## src/rtl/decode_cycle.sv

```systemverilog
// Decode stage: RV32I subset decoder, 32-entry register file and ID/EX pipeline register.
// Define WB_BYPASS_EN to forward the writeback value to same-cycle register reads.
module decode_cycle #(
  parameter int DATA_W = 32,
  parameter int ADDR_W = 32,
  parameter int NREGS  = 32
) (
  input  logic              clk,
  input  logic              rst,
  input  logic [31:0]       InstrD,
  input  logic [ADDR_W-1:0] PCD,
  input  logic [ADDR_W-1:0] PCPlus4D,
  input  logic              FlushE,
  input  logic              RegWriteW,
  input  logic [4:0]        RDW,
  input  logic [DATA_W-1:0] ResultW,
  output logic              RegWriteE,
  output logic              MemWriteE,
  output logic              JumpE,
  output logic              BranchE,
  output logic              ALUSrcE,
  output logic              IllegalE,
  output logic [1:0]        ResultSrcE,
  output logic [2:0]        ALUControlE,
  output logic [DATA_W-1:0] RD1E,
  output logic [DATA_W-1:0] RD2E,
  output logic [DATA_W-1:0] ImmExtE,
  output logic [4:0]        RS1E,
  output logic [4:0]        RS2E,
  output logic [4:0]        RDE,
  output logic [ADDR_W-1:0] PCE,
  output logic [ADDR_W-1:0] PCPlus4E
);

  localparam logic [6:0] OP_LW   = 7'b0000011;
  localparam logic [6:0] OP_SW   = 7'b0100011;
  localparam logic [6:0] OP_R    = 7'b0110011;
  localparam logic [6:0] OP_I    = 7'b0010011;
  localparam logic [6:0] OP_BEQ  = 7'b1100011;
  localparam logic [6:0] OP_JAL  = 7'b1101111;

  localparam logic [2:0] ALU_ADD = 3'b000;
  localparam logic [2:0] ALU_SUB = 3'b001;
  localparam logic [2:0] ALU_AND = 3'b010;
  localparam logic [2:0] ALU_OR  = 3'b011;
  localparam logic [2:0] ALU_SLT = 3'b101;

  logic [6:0] opcode;
  logic [2:0] funct3;
  logic [6:0] funct7;
  logic [4:0] rs1;
  logic [4:0] rs2;
  logic [4:0] rd;

  assign opcode = InstrD[6:0];
  assign funct3 = InstrD[14:12];
  assign funct7 = InstrD[31:25];
  assign rs1    = InstrD[19:15];
  assign rs2    = InstrD[24:20];
  assign rd     = InstrD[11:7];

  // Register file; entry 0 is a constant so x0 never holds anything but zero.
  logic [DATA_W-1:0] regs [NREGS];

  genvar gi;
  generate
    for (gi = 0; gi < NREGS; gi++) begin : g_reg
      if (gi == 0) begin : g_zero
        assign regs[gi] = '0;
      end else begin : g_store
        always_ff @(posedge clk) begin
          if (!rst) begin
            regs[gi] <= '0;
          end else if (RegWriteW && (RDW == 5'(gi))) begin
            regs[gi] <= ResultW;
          end
        end
      end
    end
  endgenerate

  logic [DATA_W-1:0] rd1_next;
  logic [DATA_W-1:0] rd2_next;

`ifdef WB_BYPASS_EN
  logic wb_live;
  assign wb_live  = RegWriteW && (RDW != 5'd0);
  assign rd1_next = (wb_live && (RDW == rs1)) ? ResultW : regs[rs1];
  assign rd2_next = (wb_live && (RDW == rs2)) ? ResultW : regs[rs2];
`else
  assign rd1_next = regs[rs1];
  assign rd2_next = regs[rs2];
`endif

  logic [DATA_W-1:0] imm_i;
  logic [DATA_W-1:0] imm_s;
  logic [DATA_W-1:0] imm_b;
  logic [DATA_W-1:0] imm_j;

  assign imm_i = {{(DATA_W-12){InstrD[31]}}, InstrD[31:20]};
  assign imm_s = {{(DATA_W-12){InstrD[31]}}, InstrD[31:25], InstrD[11:7]};
  assign imm_b = {{(DATA_W-13){InstrD[31]}}, InstrD[31], InstrD[7], InstrD[30:25],
                  InstrD[11:8], 1'b0};
  assign imm_j = {{(DATA_W-21){InstrD[31]}}, InstrD[31], InstrD[19:12], InstrD[20],
                  InstrD[30:21], 1'b0};

  logic              reg_write_next;
  logic              mem_write_next;
  logic              jump_next;
  logic              branch_next;
  logic              alu_src_next;
  logic              illegal_next;
  logic [1:0]        result_src_next;
  logic [2:0]        alu_control_next;
  logic [DATA_W-1:0] imm_next;
  logic              alu_ok;
  logic [2:0]        alu_op;

  // Shared by R and I-ALU; sub only exists as an R-type with funct7[5] set.
  always_comb begin
    alu_ok = 1'b1;
    alu_op = ALU_ADD;
    case (funct3)
      3'b000:  alu_op = (opcode == OP_R && funct7 == 7'b0100000) ? ALU_SUB : ALU_ADD;
      3'b111:  alu_op = ALU_AND;
      3'b110:  alu_op = ALU_OR;
      3'b010:  alu_op = ALU_SLT;
      default: alu_ok = 1'b0;
    endcase
    if (opcode == OP_R && funct7 != 7'b0000000 &&
        !(funct7 == 7'b0100000 && funct3 == 3'b000)) begin
      alu_ok = 1'b0;
    end
  end

  always_comb begin
    reg_write_next   = 1'b0;
    mem_write_next   = 1'b0;
    jump_next        = 1'b0;
    branch_next      = 1'b0;
    alu_src_next     = 1'b0;
    illegal_next     = 1'b0;
    result_src_next  = 2'b00;
    alu_control_next = ALU_ADD;
    imm_next         = '0;
    case (opcode)
      OP_LW: begin
        if (funct3 == 3'b010) begin
          reg_write_next  = 1'b1;
          alu_src_next    = 1'b1;
          result_src_next = 2'b01;
          imm_next        = imm_i;
        end else begin
          illegal_next = 1'b1;
        end
      end
      OP_SW: begin
        if (funct3 == 3'b010) begin
          mem_write_next = 1'b1;
          alu_src_next   = 1'b1;
          imm_next       = imm_s;
        end else begin
          illegal_next = 1'b1;
        end
      end
      OP_R, OP_I: begin
        if (alu_ok) begin
          reg_write_next   = 1'b1;
          alu_src_next     = (opcode == OP_I);
          alu_control_next = alu_op;
          imm_next         = (opcode == OP_I) ? imm_i : '0;
        end else begin
          illegal_next = 1'b1;
        end
      end
      OP_BEQ: begin
        if (funct3 == 3'b000) begin
          branch_next      = 1'b1;
          alu_control_next = ALU_SUB;
          imm_next         = imm_b;
        end else begin
          illegal_next = 1'b1;
        end
      end
      OP_JAL: begin
        reg_write_next  = 1'b1;
        jump_next       = 1'b1;
        result_src_next = 2'b10;
        imm_next        = imm_j;
      end
      default: illegal_next = 1'b1;
    endcase
  end

  // ID/EX register: reset and flush both load a bubble.
  always_ff @(posedge clk) begin
    if (!rst || FlushE) begin
      RegWriteE   <= 1'b0;
      MemWriteE   <= 1'b0;
      JumpE       <= 1'b0;
      BranchE     <= 1'b0;
      ALUSrcE     <= 1'b0;
      IllegalE    <= 1'b0;
      ResultSrcE  <= 2'b00;
      ALUControlE <= 3'b000;
      RD1E        <= '0;
      RD2E        <= '0;
      ImmExtE     <= '0;
      RS1E        <= 5'd0;
      RS2E        <= 5'd0;
      RDE         <= 5'd0;
      PCE         <= '0;
      PCPlus4E    <= '0;
    end else begin
      RegWriteE   <= reg_write_next;
      MemWriteE   <= mem_write_next;
      JumpE       <= jump_next;
      BranchE     <= branch_next;
      ALUSrcE     <= alu_src_next;
      IllegalE    <= illegal_next;
      ResultSrcE  <= result_src_next;
      ALUControlE <= alu_control_next;
      RD1E        <= rd1_next;
      RD2E        <= rd2_next;
      ImmExtE     <= imm_next;
      RS1E        <= rs1;
      RS2E        <= rs2;
      RDE         <= rd;
      PCE         <= PCD;
      PCPlus4E    <= PCPlus4D;
    end
  end

endmodule
```

## config.mk

```make
export PLATFORM = sky130hd
export DESIGN_NAME = decode_cycle
export DESIGN_NICKNAME = d
export VERILOG_FILES = /design/src/rtl/decode_cycle.sv
export SDC_FILE = /design/constraint.sdc
export NUM_CORES = 2
export LEC_CHECK = 0
export CAP_MARGIN = 15
export CELL_PAD_IN_SITES_DETAIL_PLACEMENT = 1
export CELL_PAD_IN_SITES_GLOBAL_PLACEMENT = 1
export CORE_MARGIN = 2
export CORE_UTILIZATION = 35
export DETAILED_ROUTE_END_ITERATION = 7
export DONT_BUFFER_PORTS = 1
export PLACE_DENSITY_LB_ADDON = 0.25
export SYNTH_ARGS = -nofsm -noshare
export SYNTH_HDL_FRONTEND = slang
export SYNTH_SLANG_ARGS = --single-unit
```

## constraint.sdc

```tcl
create_clock -name clk -period 2.86 [get_ports clk]
set_input_delay 0.858 -clock clk [delete_from_list [all_inputs] [get_ports clk]]
set_output_delay 0.858 -clock clk [all_outputs]
set_load 0.01 [all_outputs]
```

==> out/metrics.cfg <==
[timing]
rsz0062_at_grt = false
hold_violations = 0
period_needed_ns = 2.93
worst_slew_pin_slew_ns = 2.37
fin_crit_sh = 1.02
finalMaxSlewViolations = 701
max_freq_mhz = 341
maxSlewHeadroom = -0.580
skew_ns = 0.0369
setup_ws_ns = -0.0687
finalSetupViolCount = 18

[clocking]
path_clk_slew_ns = 0.06
cts-root-buf = clkbuf_16
postCtsSetupBuffers = 0
cts.sinks = 1167
cts_inserted_buffers = 140
hold_buffers = 0
h-tree-depth = 4
clockBufferDepth = 3
post_cts_resized = 0
insertion_delay_ns = 0.82
cts_tree = built

[cells_and_area]
design_area_mm2 = 0.0655
fillers = 18800
drive_above_1_share = 0.141
multiInputGateArea_mm2 = 0.0326
syn2layout_area_growth_pct = 12.1
ff_latch_area_mm2 = 0.0234
finalNetCount = 6504
final_cells = 8666

[grt]
grt_pass1_wl_mm = 373
grt_antenna_before_repair = 6
grt_pass1_vias = 51800
gr-total-overflow = 0
grt.total_usage = 0.299
grt_max_degree = 995

[critical_path]
worstPathArrival_ns = 3.64
end_kind = flop
path_class = in2reg
cp_max_fo = 994
cp-start-kind = input pin
required_ns = 3.57

[yosys]
synth_top_area_frac = 0.400
synthCells = 6660
synthFlopType = dfxtp_1
yosysSeqAreaShare = 0.400
synth_edf_count = 0
syn_area_mm2 = 0.0584
syn_avg_cell_area_um2 = 8.77
yosysWarnings = 0
synth.area.top_cells = dfxtp_1, nand2_1, a21boi_0
ys_async_sr_fraction = 0
synth_common_cells = nand2_1, dfxtp_1, a21boi_0, clkbuf_1, mux2i_1
ys_seq_elements = 1167
synth_nets = 6797
yosys.area.top_type = dfxtp_1
yosysMostFrequentCell = nand2_1
synth.distinct_cells = 52

[drt]
drt-wirelength-per-cell_um = 30.1
drt_iter0_markers = 4580
drt-total-wl_mm = 261
via_count = 51800
drt-pass1-iter-count = 6
drtAntennaViolNets = 0
vias_per_cell = 5.98
drc = 0

[placed_design]
placed_area_mm2 = 0.0608
dpl.cell_count = 8414
portBuffers = 0
place.gp.congestion = 0.834
dp_hpwl_mm = 150

[power]
power.density_mw_per_mm2 = 567
ir_worst_vdd_mv = 0.589
p_leak_nw = 21.7

[floorplan]
rows = 149
die_height_um = 413
core-area_mm2 = 0.165
pin_count = 323
die-width_um = 413
start_util = 0.353
fp.dieArea_mm2 = 0.170

[worst_hold_path]
hold_path.class = in2reg

[outcome]
status = finished, violations left
violations = slew limit, setup timing

[run]
max_cap_violations = 0

==> cell families (layout without fill, tap and decap cells) <==
logic type,after synthesis,count (layout),synth area share
other,0,3,0
buffers and inverters,666,480,0.0496
xor gates and xnor gates,1,1,0.000150
AOI/OAI and AO/OA,1530,1530,0.192
DFF,1167,1167,0.400
muxes,730,730,0.184
and+or+nand+nor,2566,2566,0.174
==> registers in the layout, summed over array words and instances, names as in the netlist <==
| register | cells |
|---|---|
| PCE | 32 |
| RDE | 5 |
| PCPlus4E | 32 |
| MemWriteE | 1 |
| RD1E | 32 |
| RS1E | 5 |
| RS2E | 5 |
| RegWriteE | 1 |
| RD2E | 32 |
| ALUSrcE | 1 |
| ImmExtE | 21 |
| regs | 992 |
| IllegalE | 1 |
| BranchE | 1 |
| ResultSrcE | 2 |
| ALUControlE | 3 |
| JumpE | 1 |
==> placed cells by master, fill, tap and decap left out, drive strengths merged, types with 2 or more instances in the layout <==
| cell type | Yosys | final |
|---|---|---|
| a211oi | 58 | 58 |
| a21boi | 992 | 992 |
| a21oi | 141 | 141 |
| a221oi | 90 | 90 |
| a22oi | 10 | 10 |
| a311o | 33 | 33 |
| a311oi | 38 | 38 |
| a31oi | 3 | 3 |
| a32oi | 2 | 2 |
| and2 | 86 | 86 |
| and3 | 2 | 2 |
| buf | 201 | 227 |
| bufinv | 0 | 13 |
| clkbuf | 461 | 205 |
| clkinv | 1 | 24 |
| dfxtp | 1167 | 1167 |
| diode | 0 | 3 |
| inv | 3 | 10 |
| mux2 | 134 | 134 |
| mux2i | 334 | 334 |
| mux4 | 262 | 262 |
| nand2 | 2226 | 2226 |
| nand2b | 14 | 14 |
| nand3 | 46 | 46 |
| nand3b | 3 | 3 |
| nand4 | 4 | 4 |
| nor2 | 89 | 89 |
| nor2b | 44 | 44 |
| nor3 | 45 | 45 |
| nor3b | 2 | 2 |
| o211ai | 33 | 33 |
| o21ai | 61 | 61 |
| o221ai | 26 | 26 |
| o22ai | 32 | 32 |
| o31ai | 7 | 7 |
==> critical path, stage by stage <==
cell      delay (ns)
nor2b_4         0.55
buf_4           0.18
and2_1          0.23
nand2b_2        0.27
buf_12          0.23
a21oi_1         0.12
a311o_1         0.29
==> power by group <==
group / switching (mW) / leakage [nW] / internal (mW)
registers: 0.194 / 9.42 / 16.4
logic: 0.956 / 9.93 / 0.981
clock network: 7.57 / 2.29 / 11.0
==> routing by layer <==
| layer | global-route usage | part of all wire | routed length [um] | up-vias |
|---|---|---|---|---|
| met5 | 0 | 0.000027 | 7 | - |
| met4 | 0.121 | 0.042 | 11000 | 2 |
| met3 | 0.0573 | 0.073 | 19000 | 568 |
| met2 | 0.484 | 0.46 | 121000 | 2036 |
| met1 | 0.390 | 0.42 | 110000 | 26800 |
| li1 | - | - | - | 22400 |
==> layout make-up <==
class / count / share of cell area
Multi-Input combinational cell: 4827 / 0.497
Antenna cell: 3 / 0.000115
Clock inverter: 44 / 0.00911
Sequential cell: 1167 / 0.357
Timing Repair Buffer: 227 / 0.0329
Inverter: 4 / 0.000306
Clock buffer: 205 / 0.0620
Tap cell: 2189 / 0.0418
==> worst paths after layout <==
kind | from | endpoint | slack [ns] | depth (start not counted)
max | rst | RD2E[6] | -0.07 | 7
min | InstrD[5] | ResultSrcE[0] | 0.13 | 1
max reg2reg | regs[669] | RD2E[29] | 0.87 | 4
min reg2reg | regs[886] | regs[886] | 0.47 | 2
==> through the flow <==
| stage | total power, mW | hold slack (ns) | TNS, ns | worst slack (ns) | util |
|---|---|---|---|---|---|
| 4_1_cts | 37.3 | 0.0722 | 0 | 0.456 | 0.396 |
| 2_1_floorplan | 18.8 | 0.442 | 0 | 0.382 | - |
| 5_1_grt | 38.1 | 0.0946 | 0 | 0.285 | 0.396 |
| 3_5_place_dp | 18.8 | 0.461 | -4.96 | -0.383 | 0.368 |
| 6_report | 37.2 | 0.127 | -0.539 | -0.0687 | 0.396 |
| 3_3_place_gp | 18.8 | 0.454 | -2.21 | -0.264 | 0.368 |
Power figures use the tool's default switching activity.
